--- src/rtl/watermark_extractor.sv ---
// Recovers one bit plane from a watermarked image held in synchronous pixel RAM and
// packs the bits LSB-first into OUT_W-bit words written to the watermark RAM.
module watermark_extractor #(
  parameter int unsigned WM_W    = 64,
  parameter int unsigned WM_H    = 64,
  parameter int unsigned PIX_W   = 8,
  parameter int unsigned BIT_POS = 0,
  parameter int unsigned OUT_W   = 8,
  parameter int unsigned ADDR_W  = $clog2(WM_W * WM_H),
  parameter int unsigned WADDR_W = $clog2(WM_W * WM_H / OUT_W),
  parameter int unsigned CNT_W   = $clog2(WM_W * WM_H + 1)
) (
  input  logic               clk,
  input  logic               rst_n,
  input  logic               start,
  output logic               pix_rd_en,
  output logic [ADDR_W-1:0]  pix_addr,
  input  logic [PIX_W-1:0]   pix_rdata,
  output logic               wm_we,
  output logic [WADDR_W-1:0] wm_addr,
  output logic [OUT_W-1:0]   wm_wdata,
  output logic               busy,
  output logic               done,
  output logic [CNT_W-1:0]   ones_count
);

  localparam int unsigned NPIX   = WM_W * WM_H;
  localparam int unsigned BCNT_W = $clog2(OUT_W);

  if ((NPIX % OUT_W) != 0) begin : g_bad_out_w
    $error("NPIX must be a multiple of OUT_W");
  end
  if (BIT_POS >= PIX_W) begin : g_bad_bit_pos
    $error("BIT_POS must be below PIX_W");
  end
  if (OUT_W < 2) begin : g_bad_min_out_w
    $error("OUT_W must be at least 2");
  end

  typedef enum logic [1:0] {StIdle, StRead, StDrain, StDone} state_e;

  state_e             st_q, st_d;
  logic               accept, last_issue;
  logic               rd_en_q, valid_q, we_q, busy_q, done_q;
  logic [ADDR_W-1:0]  addr_q;
  logic [OUT_W-1:0]   shreg_q, wdata_q, word_next;
  logic [BCNT_W-1:0]  bcnt_q;
  logic [CNT_W-1:0]   ones_q;
  logic [WADDR_W-1:0] waddr_q;
  logic               bit_in;

  // Masked reduction selects the bit plane while consuming the whole pixel word.
  assign bit_in    = |(pix_rdata & (PIX_W'(1) << BIT_POS));
  assign word_next = {bit_in, shreg_q[OUT_W-1:1]};

  always_comb begin
    st_d       = st_q;
    accept     = 1'b0;
    last_issue = 1'b0;
    unique case (st_q)
      StIdle, StDone: begin
        if (start) begin
          st_d   = StRead;
          accept = 1'b1;
        end
      end
      StRead: begin
        if (addr_q == ADDR_W'(NPIX - 1)) begin
          st_d       = StDrain;
          last_issue = 1'b1;
        end
      end
      StDrain: begin
        // The final pixel is captured once the read pipe empties.
        if (!valid_q) st_d = StDone;
      end
      default: st_d = StIdle;
    endcase
  end

  always_ff @(posedge clk or negedge rst_n) begin
    if (!rst_n) begin
      st_q    <= StIdle;
      rd_en_q <= 1'b0;
      addr_q  <= '0;
      valid_q <= 1'b0;
      shreg_q <= '0;
      bcnt_q  <= '0;
      ones_q  <= '0;
      we_q    <= 1'b0;
      waddr_q <= '0;
      wdata_q <= '0;
      busy_q  <= 1'b0;
      done_q  <= 1'b0;
    end else begin
      st_q <= st_d;
      if (accept) begin
        rd_en_q <= 1'b1;
        addr_q  <= '0;
        valid_q <= 1'b0;
        shreg_q <= '0;
        bcnt_q  <= '0;
        ones_q  <= '0;
        we_q    <= 1'b0;
        waddr_q <= '0;
        busy_q  <= 1'b1;
        done_q  <= 1'b0;
      end else begin
        valid_q <= rd_en_q;
        we_q    <= 1'b0;
        if (st_q == StRead) begin
          if (last_issue) rd_en_q <= 1'b0;
          else            addr_q  <= addr_q + ADDR_W'(1);
        end
        if (we_q) waddr_q <= waddr_q + WADDR_W'(1);
        if (valid_q) begin
          shreg_q <= word_next;
          ones_q  <= ones_q + CNT_W'(bit_in);
          if (bcnt_q == BCNT_W'(OUT_W - 1)) begin
            wdata_q <= word_next;
            we_q    <= 1'b1;
            bcnt_q  <= '0;
          end else begin
            bcnt_q <= bcnt_q + BCNT_W'(1);
          end
        end
        if (st_q == StDrain && st_d == StDone) begin
          busy_q <= 1'b0;
          done_q <= 1'b1;
        end
      end
    end
  end

  assign pix_rd_en  = rd_en_q;
  assign pix_addr   = addr_q;
  assign wm_we      = we_q;
  assign wm_addr    = waddr_q;
  assign wm_wdata   = wdata_q;
  assign busy       = busy_q;
  assign done       = done_q;
  assign ones_count = ones_q;

endmodule

--- config.mk ---
export PLATFORM = sky130hd
export DESIGN_NAME = watermark_extractor
export DESIGN_NICKNAME = d
export VERILOG_FILES = /design/src/rtl/watermark_extractor.sv
export SDC_FILE = /design/constraint.sdc
export NUM_CORES = 1
export LEC_CHECK = 0
export CAP_MARGIN = 0
export CORE_MARGIN = 8
export CORE_UTILIZATION = 40
export CTS_CLUSTER_DIAMETER = 100
export DETAILED_ROUTE_END_ITERATION = 10
export DONT_BUFFER_PORTS = 1
export PLACE_DENSITY = 0.51
export SETUP_SLACK_MARGIN = 0.5
export SLEW_MARGIN = 20
export SYNTH_ARGS = -nofsm -noshare
export SYNTH_HDL_FRONTEND = slang
export SYNTH_SLANG_ARGS = --single-unit
--- constraint.sdc ---
create_clock -name clk -period 2 [get_ports clk]
set_input_delay 0.4 -clock clk [delete_from_list [all_inputs] [get_ports clk]]
set_output_delay 0.4 -clock clk [all_outputs]
set_load 0.01 [all_outputs]
==> key figures <==
Drt
  • DRC: 0
  • WL per Instance: 17.8 um
  • Via Count: 2,059
  • Drt total wl: 6490 um
  • Final antenna-violating net count: 0
  • DR iter-0 viols: 74
  • TritonRoute pass-1 iters: 4
  • Post-DR vias/cell: 5.64

Setup path
  • Critical Path, Cell by Cell: buf_4 -> ha_4 -> nand2_8 -> and3_4 -> mux2_4
  • Crit-path leading delay family: flip-flops
  • Worst Setup Start Kind: flop
  • Crit path launch: st_q[1]
  • Crit path capture type: flop
  • RR Startpoint: st_q[1]
  • Max incr delay on CP: 0.39 ns
  • Worst path slowest cell: dfrtp_1
  • Worst Setup EP: wm_wdata[2]
  • Critical Path AT: 1.77 ns
  • Reg2reg end: wm_wdata[2]
  • Worst path bufs/invs: 1
  • Worst EP required: 2.22 ns
  • Reg2Reg Setup Slack: 0.45 ns
  • Stages on the worst setup path: 5
  • Crit Path Category: reg2reg
  • R2R depth: 5
  • Crit-path max FO: 5

Yosys
  • List of most frequent post-synthesis cells: dfrtp_1 (59), nor2_1 (35), nand2_1 (18)
  • Synth top area share: 53.2%
  • Synthesis Warnings: 0
  • Syn avg cell area: 10.8 um2
  • Register bit count reported by yosys: 59
  • Ys async rst share: 100%
  • Top FF cell, synth: dfrtp_1
  • Post-synth top area cell: dfrtp_1
  • Net Count, Synth: 276
  • Sequential area share after synthesis: 53.2%
  • Synth area leaders: dfrtp_1 (53%), mux2i_1 (5.0%), nor2_1 (4.7%)
  • Count leader, synth: dfrtp_1
  • Mapped Area: 0.00278 mm2
  • Synth cell types: 42
  • Cells after synthesis: 257
  • EDFF count, synth: 0

STA
  • Slew Viols, Final: 0
  • Setup violation total in the final timing report: 0
  • Worst slew pin tran: 0.297 ns
  • Fin Hold WS: -0.248 ns
  • Tmin final: 1.55 ns
  • Final Hold Fails: 59
  • Setup Skew: 0.00779 ns
  • Tcrit/Tclk final: 77.4%
  • Total negative setup slack: 0 ns
  • Slew margin rel.: 80.0%
  • RSZ-0062 raised after global routing: yes
  • Max Clock Freq: 646 MHz

CTS
  • CTS max path bufs: 2
  • TritonCTS Buffers: 9
  • CTS Sinks: 59
  • CTS tree: yes
  • CTS clock-pin slew for the worst setup and hold paths: 0.07 ns
  • # H-tree levels: 3
  • Clock Tree Root: clkbuf_8
  • Clock latency on the worst-skew pair: 0.34 ns

GRT
  • Largest net degree at the start of global routing: 60
  • Antenna violations before repair: 0
  • GR peak layer: met2
  • Vias in the first global route: 2,083
  • M1 GR Usage: 16.3%
  • GRT overflow: 0
  • Met2 Usage GRT: 19.7%
  • Global-route wire length before repair: 10,400 um
  • Routing usage on met3: 5.03%
  • Gr usage total: 13.4%

Outcome
  • Failing checks: negative hold slack
  • Status: finished with violations

Min path
  • Worst Hold Class: in2async

Die
  • Die X: 99.3 um
  • Rows: 30
  • Core box area: 0.00676 mm2
  • Vert. Die Dim: 99.3 um
  • Initial Util: 41.1%
  • Io pins: 57
  • DIE AREA: 0.00986 mm2

Placed design
  • Final HPWL DP: 3800 um
  • Final Wtd Congestion: 0.733
  • Port Buf Inserts: 0

Finish
  • N_diodes: 0
  • Final Net Count: 299
  • Layout area overhead: 25.1%
  • Layout cells sized above 1: 31.9%
  • Filler cells: 603

Pwr
  • Lkg Pwr: 1.52 nW
  • Peak supply drop: 0.644 mV
  • Power per cell area: 1150 mW/mm2

Job
  • Max-cap violations: 0
==> routing by layer <==
layer / routed length, um / share of wire [%] / vias to the layer above
li1: - / - / 963
met1: 2920 / 45 / 1031
met2: 2930 / 45 / 53
met3: 522 / 8.0 / 12
met4: 129 / 2.0 / 0
met5: 0 / 0 / -
==> worst register-to-register path: stages, from the launching register on <==
cell and delay, ns:
dfrtp_1 0.39, buf_4 0.15, ha_4 0.31, nand2_8 0.06, and3_4 0.22, mux2_4 0.31
==> worst min path at each step <==
stage                         end  slack, ns  cells after the start
global placement    ones_count[9]       0.11                      0
global route           wm_addr[6]      -0.27                      0
CTS                    wm_addr[6]      -0.27                      0
detailed placement  ones_count[9]       0.11                      0
floorplan               bcnt_q[0]       0.10                      0
finish                 wm_addr[6]      -0.25                      0
==> metrics by stage <==
stage	power [mW]	instances	setup WS, ns	cell area, um2	util (%)
floorplan	2.36	257	0.455	2860	-
global placement	2.55	329	0.285	2920	43.3
global route	4.25	365	0.375	3470	51.4
finish	4.00	365	0.451	3470	51.4
detailed placement	2.56	329	0.275	2920	43.3
CTS	3.95	359	0.407	3320	49.2
==> power breakdown <==
| part | total [mW] | leakage, nW | switching, mW | internal, mW |
|---|---|---|---|---|
| sequential | 1.78 | 0.769 | 0.333 | 1.44 |
| combinational | 0.998 | 0.638 | 0.472 | 0.526 |
| clock | 1.23 | 0.108 | 0.491 | 0.735 |
| total | 4.00 | 1.52 | 1.30 | 2.70 |
==> kinds of logic after synthesis <==
| group | after synthesis | share of synthesized area [%] |
|---|---|---|
| simple gates | 100 | 18.6 |
| flops | 59 | 53.2 |
| compound gates | 35 | 8.43 |
| mux | 22 | 8.29 |
| xor+xnor | 17 | 5.36 |
| buf+inv | 16 | 2.57 |
| fa+ha+maj | 8 | 3.61 |
==> state kept, by name, summed over array words and instances (netlist names) <==
signal / flops
wm_we: 1
wm_wdata: 8
bcnt_q: 3
pix_rd_en: 1
wm_addr: 9
pix_addr: 12
busy: 1
valid_q: 1
done: 1
ones_count: 13
shreg_q: 7
st_q: 2
==> cell type report <==
class                           instances  area, um2  share of cell area [%]
Tap cell                               80        100                    2.88
Sequential cell                        59       1490                    43.0
Clock buffer                           10        138                    3.96
Multi-Input combinational cell        184       1450                    41.7
Clock inverter                          6       88.8                    2.56
Timing Repair Buffer                   21        188                    5.40
Inverter                                5       18.8                   0.540
==> cell usage in the layout, fill, tap and decap left out, types with 2 or more instances in the layout <==
cell type and instances:
dfrtp_1 45, nor2_1 35, buf_4 19, nand2_1 18
mux2i_1 14, dfrtp_2 14, nand4_1 11, o21ai_0 11
clkbuf_8 10, xnor2_1 9, mux2_4 8, a21oi_1 8
xor2_1 8, or3_1 7, nand3_1 6, ha_4 5
nor3_1 4, a21oi_2 4, nor3_2 3, inv_1 3
ha_1 3, inv_2 2, and3_4 2, nor4_2 2
a21o_1 2, bufinv_16 2, clkinvlp_4 2
==> timing repair <==
action	CTS	global route
resized for setup	16	23
hold endpoints to repair	59	59
gates cloned	1	2
pin swaps	13	8
buffers inserted	13	4
setup endpoints to repair	55	54
Power figures use the tool's default switching activity.
